===== src/rtl/cache_nway.sv =====
// cache_nway: N-way set-associative write-through, no-write-allocate data cache
`timescale 1ns/1ps
module cache_nway #(
  parameter int DATA_WIDTH    = 32,
  parameter int ADDRESS_WIDTH = 32,
  parameter int SETS          = 8,
  parameter int WAYS          = 2
) (
  input  logic                     clk,
  input  logic                     rst,
  input  logic                     flush,
  input  logic                     cpu_req,
  input  logic                     cpu_we,
  input  logic [ADDRESS_WIDTH-1:0] cpu_addr,
  input  logic [DATA_WIDTH-1:0]    cpu_wdata,
  output logic                     cpu_ready,
  output logic [DATA_WIDTH-1:0]    cpu_rdata,
  output logic                     hit,
  output logic                     mem_req,
  output logic                     mem_we,
  output logic [ADDRESS_WIDTH-1:0] mem_addr,
  output logic [DATA_WIDTH-1:0]    mem_wdata,
  input  logic                     mem_ack,
  input  logic [DATA_WIDTH-1:0]    mem_rdata
);
  localparam int SW = $clog2(SETS);
  localparam int WW = WAYS > 1 ? $clog2(WAYS) : 1;
  localparam int TW = ADDRESS_WIDTH - 2 - SW;
  typedef enum logic [1:0] {IDLE, RD_MISS, WR_THRU, RESP} state_t;
  state_t st, nxt;
  logic [ADDRESS_WIDTH-1:2] addr_q, cur_addr;
  logic [DATA_WIDTH-1:0]    wdata_q;
  logic                     hit_q, hit_any, inv_any;
  logic [WW-1:0]            way_q, hit_way, vic;
  logic [SW-1:0]            set_i;
  logic [TW-1:0]            tag_i;
  logic [WW-1:0]            rr [SETS];
  logic [WAYS-1:0]          valid [SETS];
  logic [TW-1:0]            tag_mem [SETS][WAYS];
  logic [DATA_WIDTH-1:0]    data_mem [SETS][WAYS];
  logic                     unused_ok;
  assign unused_ok = ^cpu_addr[1:0];
  // Lookup uses the live request in IDLE and the latched one while a transaction is open.
  always_comb begin
    cur_addr = st == IDLE ? cpu_addr[ADDRESS_WIDTH-1:2] : addr_q;
    set_i    = cur_addr[2 +: SW];
    tag_i    = cur_addr[ADDRESS_WIDTH-1 -: TW];
    hit_any  = 1'b0;
    hit_way  = '0;
    inv_any  = 1'b0;
    vic      = rr[set_i];
    for (int w = WAYS - 1; w >= 0; w--) begin
      if (valid[set_i][w] && tag_mem[set_i][w] == tag_i) begin
        hit_any = 1'b1;
        hit_way = WW'(w);
      end
      if (!valid[set_i][w]) begin
        inv_any = 1'b1;
        vic     = WW'(w);
      end
    end
  end
  always_comb begin
    nxt = st;
    if (st == IDLE)
      nxt = (cpu_req && !flush) ? (cpu_we ? WR_THRU : (hit_any ? RESP : RD_MISS)) : IDLE;
    else if (st == RESP)
      nxt = IDLE;
    else if (mem_ack)
      nxt = RESP;
  end
  always_ff @(posedge clk or negedge rst)
    if (!rst) st <= IDLE;
    else st <= nxt;
  assign cpu_ready = st == RESP;
  assign mem_req   = st == RD_MISS || st == WR_THRU;
  assign mem_we    = st == WR_THRU;
  assign mem_addr  = {addr_q, 2'b00};
  assign mem_wdata = wdata_q;
  always_ff @(posedge clk or negedge rst)
    if (!rst) begin
      addr_q    <= '0;
      wdata_q   <= '0;
      hit_q     <= 1'b0;
      way_q     <= '0;
      cpu_rdata <= '0;
      hit       <= 1'b0;
      for (int s = 0; s < SETS; s++) begin
        valid[s] <= '0;
        rr[s]    <= '0;
      end
    end else if (st == IDLE && flush) begin
      for (int s = 0; s < SETS; s++) begin
        valid[s] <= '0;
        rr[s]    <= '0;
      end
    end else if (st == IDLE && cpu_req) begin
      addr_q  <= cpu_addr[ADDRESS_WIDTH-1:2];
      wdata_q <= cpu_wdata;
      hit_q   <= hit_any;
      way_q   <= hit_way;
      if (!cpu_we && hit_any) begin
        cpu_rdata <= data_mem[set_i][hit_way];
        hit       <= 1'b1;
      end
    end else if (st == RD_MISS && mem_ack) begin
      valid[set_i][vic] <= 1'b1;
      if (!inv_any) rr[set_i] <= WW'((int'(rr[set_i]) + 1) % WAYS);
      cpu_rdata <= mem_rdata;
      hit       <= 1'b0;
    end else if (st == WR_THRU && mem_ack) begin
      hit <= hit_q;
    end
  // Tag/data storage carries no reset; validity alone qualifies its contents.
  always_ff @(posedge clk)
    if (st == RD_MISS && mem_ack) begin
      tag_mem[set_i][vic]  <= tag_i;
      data_mem[set_i][vic] <= mem_rdata;
    end else if (st == WR_THRU && mem_ack && hit_q) begin
      data_mem[set_i][way_q] <= wdata_q;
    end
endmodule


===== config.mk =====
export PLATFORM = sky130hd
export DESIGN_NAME = cache_nway
export DESIGN_NICKNAME = d
export VERILOG_FILES = /design/src/rtl/cache_nway.sv
export SDC_FILE = /design/constraint.sdc
export NUM_CORES = 1
export LEC_CHECK = 0
export ABC_AREA = 1
export CAP_MARGIN = 25
export CORE_AREA = 2 2 287 289
export DETAILED_ROUTE_END_ITERATION = 10
export DIE_AREA = 0 0 289 291
export PLACE_DENSITY = 0.73
export SKIP_LAST_GASP = 1
export SYNTH_ARGS = -nofsm -noshare
export SYNTH_HDL_FRONTEND = slang
export SYNTH_SLANG_ARGS = --single-unit

===== constraint.sdc =====
create_clock -name clk -period 4.1 [get_ports clk]
set_clock_uncertainty 0.05 [all_clocks]
set_input_delay 0.82 -clock clk [delete_from_list [all_inputs] [get_ports clk]]
set_output_delay 0.82 -clock clk [all_outputs]
set_load 0.03 [all_outputs]

==> impl_metrics.csv, run 1 <==
group,metric,value,unit
route,drt-total-wl,121000,um
min_path,hold_class,"input pin to asynchronous set/reset pin",
synth,yosys_warnings,0,
placement,place.gp.congestion,0.868,
cells_and_area,filler_cell_count,5726,
die,rows,105,
cells_and_area,fin_cells,5290,
synth,synth_compound_area_share,6.94,%
route,ant_nets,0,
grt,grt_use_total,28.7,%
route,dr.first_iter.drc_count,3731,
route,highest_layer,"met5",
route,routed-wl-met2,59500,um
worst_setup_path,arrival,4.39,ns
cells_and_area,antenna_cells,0,
grt,grt_max_degree,67,
cells_and_area,layout_common_cells,"1202 x nand2_1, 944 x edfxtp_1, 289 x nand3_1",
clock_tree,clk_pin_slew,0.06,ns
synth,synth_top_area_cell,"edfxtp_1",
clock_tree,cts_made_buffers,106,
synth,syn_area_per_cell,11.7,sq um
timing,whs,0.0573,ns
clock_tree,cts_hold_buf,0,
synth,yosys.area_share.simple,16.3,%
power_and_ir_drop,p_per_area,819,nW/um^2
die,die_h,291,um
grt,grt_pass1_wl,180000,um
cells_and_area,final_core_utilization,65.2,%
grt,grt_pass1_vias,29645,
clock_tree,tritoncts,"done",
synth,synth_top_family_by_area,"simple AND/OR/NAND/NOR gates",
die,initial_core_util,53.5,%
route,routed-via-count,30434,
die,die_w,289,um
die,core-area,81200,sq um
cells_and_area,final_common_cell,"nand2_1",
placement,place_ws,-0.149,ns
timing,fin_crit,3.83,ns
synth,yosysTopAreaCellShare,65.3,%
clock_tree,clk_latency,0.67,ns
route,drc,0,
cells_and_area,area_growth,22.0,%
clock_tree,root_buffer,"clkbuf_16",
worst_setup_path,worstPathRequired,4.66,ns
route,met1Wirelength,44900,um
route,met3_length,11700,um
synth,syn_inst,3716,
flow_run,drv_cap,0,
synth,syn_area,43400,sq um
grt,grt_antenna_before_repair,2,
cells_and_area,drive_above_1_share,12.1,%
synth,seq_area_frac_synth,72.4,%
timing,finalSetupViolCount,0,
route,routedWlPerCell,22.9,um
clock_tree,post_cts_buffers,0,
cells_and_area,fin_nets,4234,
clock_tree,clockBufferDepth,3,
worst_setup_path,startpoint_type,"flip-flop",
synth,synthMuxAreaShare,0,%
timing,fmax,261,MHz
worst_setup_path,critPathKind,"flip-flop to flip-flop",
worst_setup_path,crit_fanout,34,
synth,synth_xor_area_share,0,%
clock_tree,h-tree-depth,3,
synth,synth.distinct_cells,31,
timing,postLayoutSetupSlackWorst,0.271,ns
power_and_ir_drop,peakVddDrop,0.529,mV
grt,gr-total-overflow,0,
placement,hpwlAfterDp,76100,um
power_and_ir_drop,cellLeakagePower,20.2,nW
synth,yosys-top-cells-area,"edfxtp_1 65%, nand2_1 10%, dfrtp_1 7.1%",
clock_tree,cts_resized,0,
route,drt_pre_antenna_iters,7,
worst_setup_path,worstSetupEndpointType,"flip-flop",
timing,layout_worst_path_cycle_share,93.4,%
synth,synth-seq-cells,1067,
timing,slew_headroom,28.0,%
timing,hold_violations,0,
die,boundaryPins,202,
clock_tree,cts.sinks,1067,
die,dieArea,84100,sq um
synth,synth-adder-area-share,0.115,%
outcome,status,"finished, final reports clean",
worst_setup_path,reg2reg_depth,24,
placement,portBuffers,197,
timing,tightestPinTransition,1.07,ns
timing,rsz0062_at_grt,"no",
route,via_per_inst,5.75,
placement,dp_cells,5085,
timing,slew_violations,0,
## where the power goes
part	leakage (nW)	internal (W)	switching, W
clock network	1.71	0.00569	0.00408
logic	8.38	0.00650	0.0128
registers	10.1	0.0138	0.000490
total	20.2	0.0260	0.0173
## cells in the mapped netlist
library cell,count
a22o_1,13
nand3_1,290
buf_1,20
nand2_2,10
nor3_1,10
a21boi_0,2
nor2_1,159
clkbuf_1,66
buf_6,8
dfrtp_1,123
o21ai_1,16
nand2_1,1202
buf_2,74
nand2_4,1
conb_1,1
nor2_4,4
clkinv_1,2
nand4_1,50
nor2_2,2
buf_4,19
a22oi_1,154
a221oi_1,40
o2bb2ai_1,2
ha_1,4
inv_1,244
a21oi_1,21
o22ai_1,10
inv_4,1
inv_2,2
edfxtp_1,944
o21ai_0,222
## path summary, 6_finish.rpt
check                                end  slack (ns)  startpoint
max                        cpu_rdata[24]        0.27       st[1]
min                         mem_wdata[8]        0.06         rst
max reg2reg                cpu_rdata[24]        0.27       st[1]
min reg2reg                    valid[12]        0.44   valid[12]
max in group asynchronous          st[0]        3.13         rst
min in group clk               valid[12]        0.44   valid[12]
## logic make-up (layout without fill, tap and decap cells)
kind of cell / after synthesis / count (layout)
adders and majority gates: 4 / 4
buffers and inverters: 436 / 939
DFF: 1067 / 1067
and+or+nand+nor: 1728 / 1728
AOI/OAI and AO/OA: 480 / 480
other: 1 / 2
## final cells by class
| class | instances | area, sq um | share of cell area [%] |
|---|---|---|---|
| clock buffer | 136 | 2830 | 5.34 |
| inverter | 249 | 937 | 1.77 |
| multi-input combinational | 2214 | 10400 | 19.7 |
| sequential | 1067 | 31400 | 59.3 |
| timing repair buffer | 490 | 5310 | 10.0 |
| clock inverter | 64 | 674 | 1.27 |
| tap | 1070 | 1340 | 2.53 |
## critical path, stage by stage, from the launching register on
cell,delay [ns]
dfrtp_1,0.41
inv_1,0.15
ha_4,0.27
nand2_1,0.17
nand2_8,0.21
buf_12,0.23
nand2_1,0.07
nand3_1,0.08
nand2_1,0.08
nor2_1,0.19
nor2_1,0.06
nor2_1,0.13
nand2_1,0.12
nor2_1,0.18
nand2_1,0.14
nor2_1,0.14
nand2_2,0.13
nand2_2,0.11
nand2_1,0.13
nand2_2,0.13
nand2_2,0.07
nor2_4,0.16
buf_12,0.19
nand2_1,0.09
nand2_1,0.06
## metal layers
layer,vias to the layer above,GRT usage [%]
li1,13804,-
met1,14607,37.4
met2,1720,48.2
met3,299,4.80
met4,4,11.6
met5,-,0
## through the flow
step / cell area [sq um] / setup TNS (ns) / total power [W]
after detailed placement: 49400 / -10.45 / 0.0334
final: 53000 / 0 / 0.0434
after global routing: 53000 / 0 / 0.0455
after floorplan: 43400 / -78.44 / 0.0253
after global placement: 49400 / -4.79 / 0.0331
after CTS: 52900 / 0 / 0.0432
## registers in the layout, summed over array words and instances, names as in the netlist
register / cells
addr_q: 30
cpu_rdata: 32
data_mem: 512
hit: 1
hit_q: 1
mem_wdata: 32
rr: 8
st: 2
tag_mem: 432
valid: 16
way_q: 1
Note: power is estimated with default switching activity, not from simulation.
==> inputs of run 2 (changes only) <==
--- a/config.mk
+++ b/config.mk
@@ -7,10 +7,10 @@
 export LEC_CHECK = 0
 export ABC_AREA = 1
 export CAP_MARGIN = 25
-export CORE_AREA = 2 2 287 289
+export CORE_AREA = 2 2 272 274
 export DETAILED_ROUTE_END_ITERATION = 10
-export DIE_AREA = 0 0 289 291
-export PLACE_DENSITY = 0.73
+export DIE_AREA = 0 0 274 276
+export PLACE_DENSITY = 0.77
 export SKIP_LAST_GASP = 1
 export SYNTH_ARGS = -nofsm -noshare
 export SYNTH_HDL_FRONTEND = slang
==> constraint.sdc (replaced) <==
create_clock -name clk -period 4.7 [get_ports clk]
set_clock_uncertainty 0.05 [all_clocks]
set_input_delay 0.94 -clock clk [delete_from_list [all_inputs] [get_ports clk]]
set_output_delay 0.94 -clock clk [all_outputs]
set_load 0.03 [all_outputs]
==> impl_metrics.csv, run 2 (synthesized netlist as in run 1, its figures left out) <==
group,metric,value,unit
outcome,status,"finished, final reports clean",
worst_setup_path,critPathKind,"flip-flop to flip-flop",
timing,finalSetupTns,0,ns
clock_tree,cts_hold_buf,0,
grt,grt_pass1_wl,173000,um
die,die_w,274,um
power_and_ir_drop,swShare,40.1,%
worst_setup_path,worstSetupEndpointType,"flip-flop",
clock_tree,clk_pin_slew,0.06,ns
clock_tree,root_buffer,"clkbuf_16",
die,dieArea,75600,sq um
grt,grt_pass1_vias,29447,
power_and_ir_drop,power.share.sequential,34.4,%
timing,fin_crit,4.10,ns
cells_and_area,drive_above_1_share,9.31,%
clock_tree,cts_made_buffers,104,
route,dr.first_iter.drc_count,3831,
clock_tree,h-tree-depth,3,
timing,tightestPinTransition,1.14,ns
route,drc,0,
grt,grt_use_total,30.6,%
route,drt-total-wl,116000,um
clock_tree,post_cts_buffers,0,
route,routedWlPerCell,22.9,um
cells_and_area,layout_common_cells,"1202 x nand2_1, 944 x edfxtp_1, 289 x nand3_1",
cells_and_area,fin_nets,4102,
placement,place_area,47900,sq um
timing,slew_violations,0,
cells_and_area,top_regs,"data_mem x512, tag_mem x432",
route,via_per_inst,6.01,
flow_run,drv_cap,0,
power_and_ir_drop,p_per_area,708,nW/um^2
power_and_ir_drop,cellLeakagePower,19.4,nW
clock_tree,clockBufferDepth,3,
power_and_ir_drop,internal_power,0.0218,W
cells_and_area,filler_cell_count,4799,
placement,place.gp.congestion,0.865,
cells_and_area,top_register,"data_mem",
worst_setup_path,crit_fanout,27,
placement,hpwlAfterDp,67000,um
clock_tree,clk_latency,0.67,ns
min_path,hold_class,"input pin to asynchronous set/reset pin",
worst_setup_path,arrival,4.66,ns
route,ant_nets,0,
timing,hold_violations,0,
power_and_ir_drop,peakVddDrop,0.538,mV
clock_tree,tritoncts,"done",
die,boundaryPins,202,
timing,finalSetupViolCount,0,
cells_and_area,final_cell_area,51300,sq um
die,rows,99,
cells_and_area,area_growth,18.2,%
timing,rsz0062_at_grt,"no",
grt,gr-total-overflow,0,
placement,dp_cells,4845,
cells_and_area,final_common_cell,"nand2_1",
timing,layout_worst_path_cycle_share,87.3,%
worst_setup_path,worstPathRequired,5.26,ns
power_and_ir_drop,p_comb_share,42.9,%
cells_and_area,fin_cells,5043,
clock_tree,cts_resized,0,
clock_tree,cts.sinks,1067,
timing,fmax,244,MHz
power_and_ir_drop,p_sw,0.0146,W
grt,grt_antenna_before_repair,3,
cells_and_area,largest_reg_flops,512,
timing,slew_headroom,23.3,%
route,drt_pre_antenna_iters,6,
route,routed-via-count,30301,
placement,portBuffers,197,
power_and_ir_drop,power_frac_clock,22.7,%
die,core-area,72600,sq um
die,initial_core_util,59.8,%
worst_setup_path,startpoint_type,"flip-flop",
die,die_h,276,um
grt,grt_max_degree,73,
## run 2: cell count changes in the layout (fill, tap and decap cells not counted), sizes merged
cell / change
buf: -128
bufinv: -7
clkbuf: +11
clkinv: -11
clkinvlp: -2
diode: +1
## run 2: worst paths after layout
kind,from,end,slack [ns],cells past startpoint
max in group asynchronous,rst,cpu_rdata[14],3.50,2
setup / recovery,st[0],cpu_rdata[31],0.60,24
min in group clk,cpu_rdata[22],cpu_rdata[22],0.44,2
setup reg to reg,st[0],cpu_rdata[31],0.60,24
hold / removal,rst,cpu_rdata[9],0.23,1
hold reg to reg,cpu_rdata[22],cpu_rdata[22],0.44,2
## run 2: power groups by stage
stage	registers, W	clock network [W]	logic (W)
after global placement	0.0126	0	0.0150
after CTS	0.0125	0.00829	0.0154
after detailed placement	0.0127	0	0.0153
after global routing	0.0125	0.00868	0.0170
after floorplan	0.0134	0	0.00866
final	0.0125	0.00826	0.0156
## run 2: final cells by class
class / count / area, sq um / share of cell area (%)
antenna: 1 / 2.50 / 0.00488
clock buffer: 149 / 2990 / 5.82
clock inverter: 44 / 428 / 0.834
inverter: 249 / 937 / 1.83
multi-input combinational: 2214 / 10400 / 20.3
sequential: 1067 / 31400 / 61.2
tap: 959 / 1200 / 2.34
timing repair buffer: 360 / 3920 / 7.64
## run 2: worst max-delay path: stages, from the launching register on
cell	delay [ns]
dfrtp_1	0.40
inv_1	0.11
ha_2	0.37
inv_4	0.11
nand2_1	0.09
nand2_2	0.17
nor2_4	0.29
buf_12	0.25
nand3_1	0.09
nand2_1	0.09
nor2_1	0.06
nand2_1	0.07
o21ai_0	0.11
nor2_1	0.21
nand2_1	0.11
nor2_1	0.20
nand2_1	0.13
nor2_4	0.27
nand2_2	0.16
buf_4	0.20
nand2_1	0.07
nand3_1	0.09
nand2_1	0.13
nand2_1	0.10
nand2_1	0.08
## run 2: metal layers
layer	vias up	part of all wire, %	track usage, %
met2	2058	47	48.9
met1	14363	36	40.7
li1	13514	-	-
met4	6	4.4	13.5
met3	360	12	6.70
met5	-	0.024	0
## run 2: stage by stage
step / hold WS (ns) / power, W / utilization [%] / setup WS (ns)
2_1_floorplan: 0.398 / 0.0221 / - / 0.314
3_3_place_gp: 0.411 / 0.0276 / 65.9 / 0.184
3_5_place_dp: 0.414 / 0.0279 / 65.9 / 0.168
4_1_cts: 0.265 / 0.0362 / 70.7 / 0.620
5_1_grt: 0.279 / 0.0382 / 70.7 / 0.381
6_report: 0.228 / 0.0363 / 70.7 / 0.598
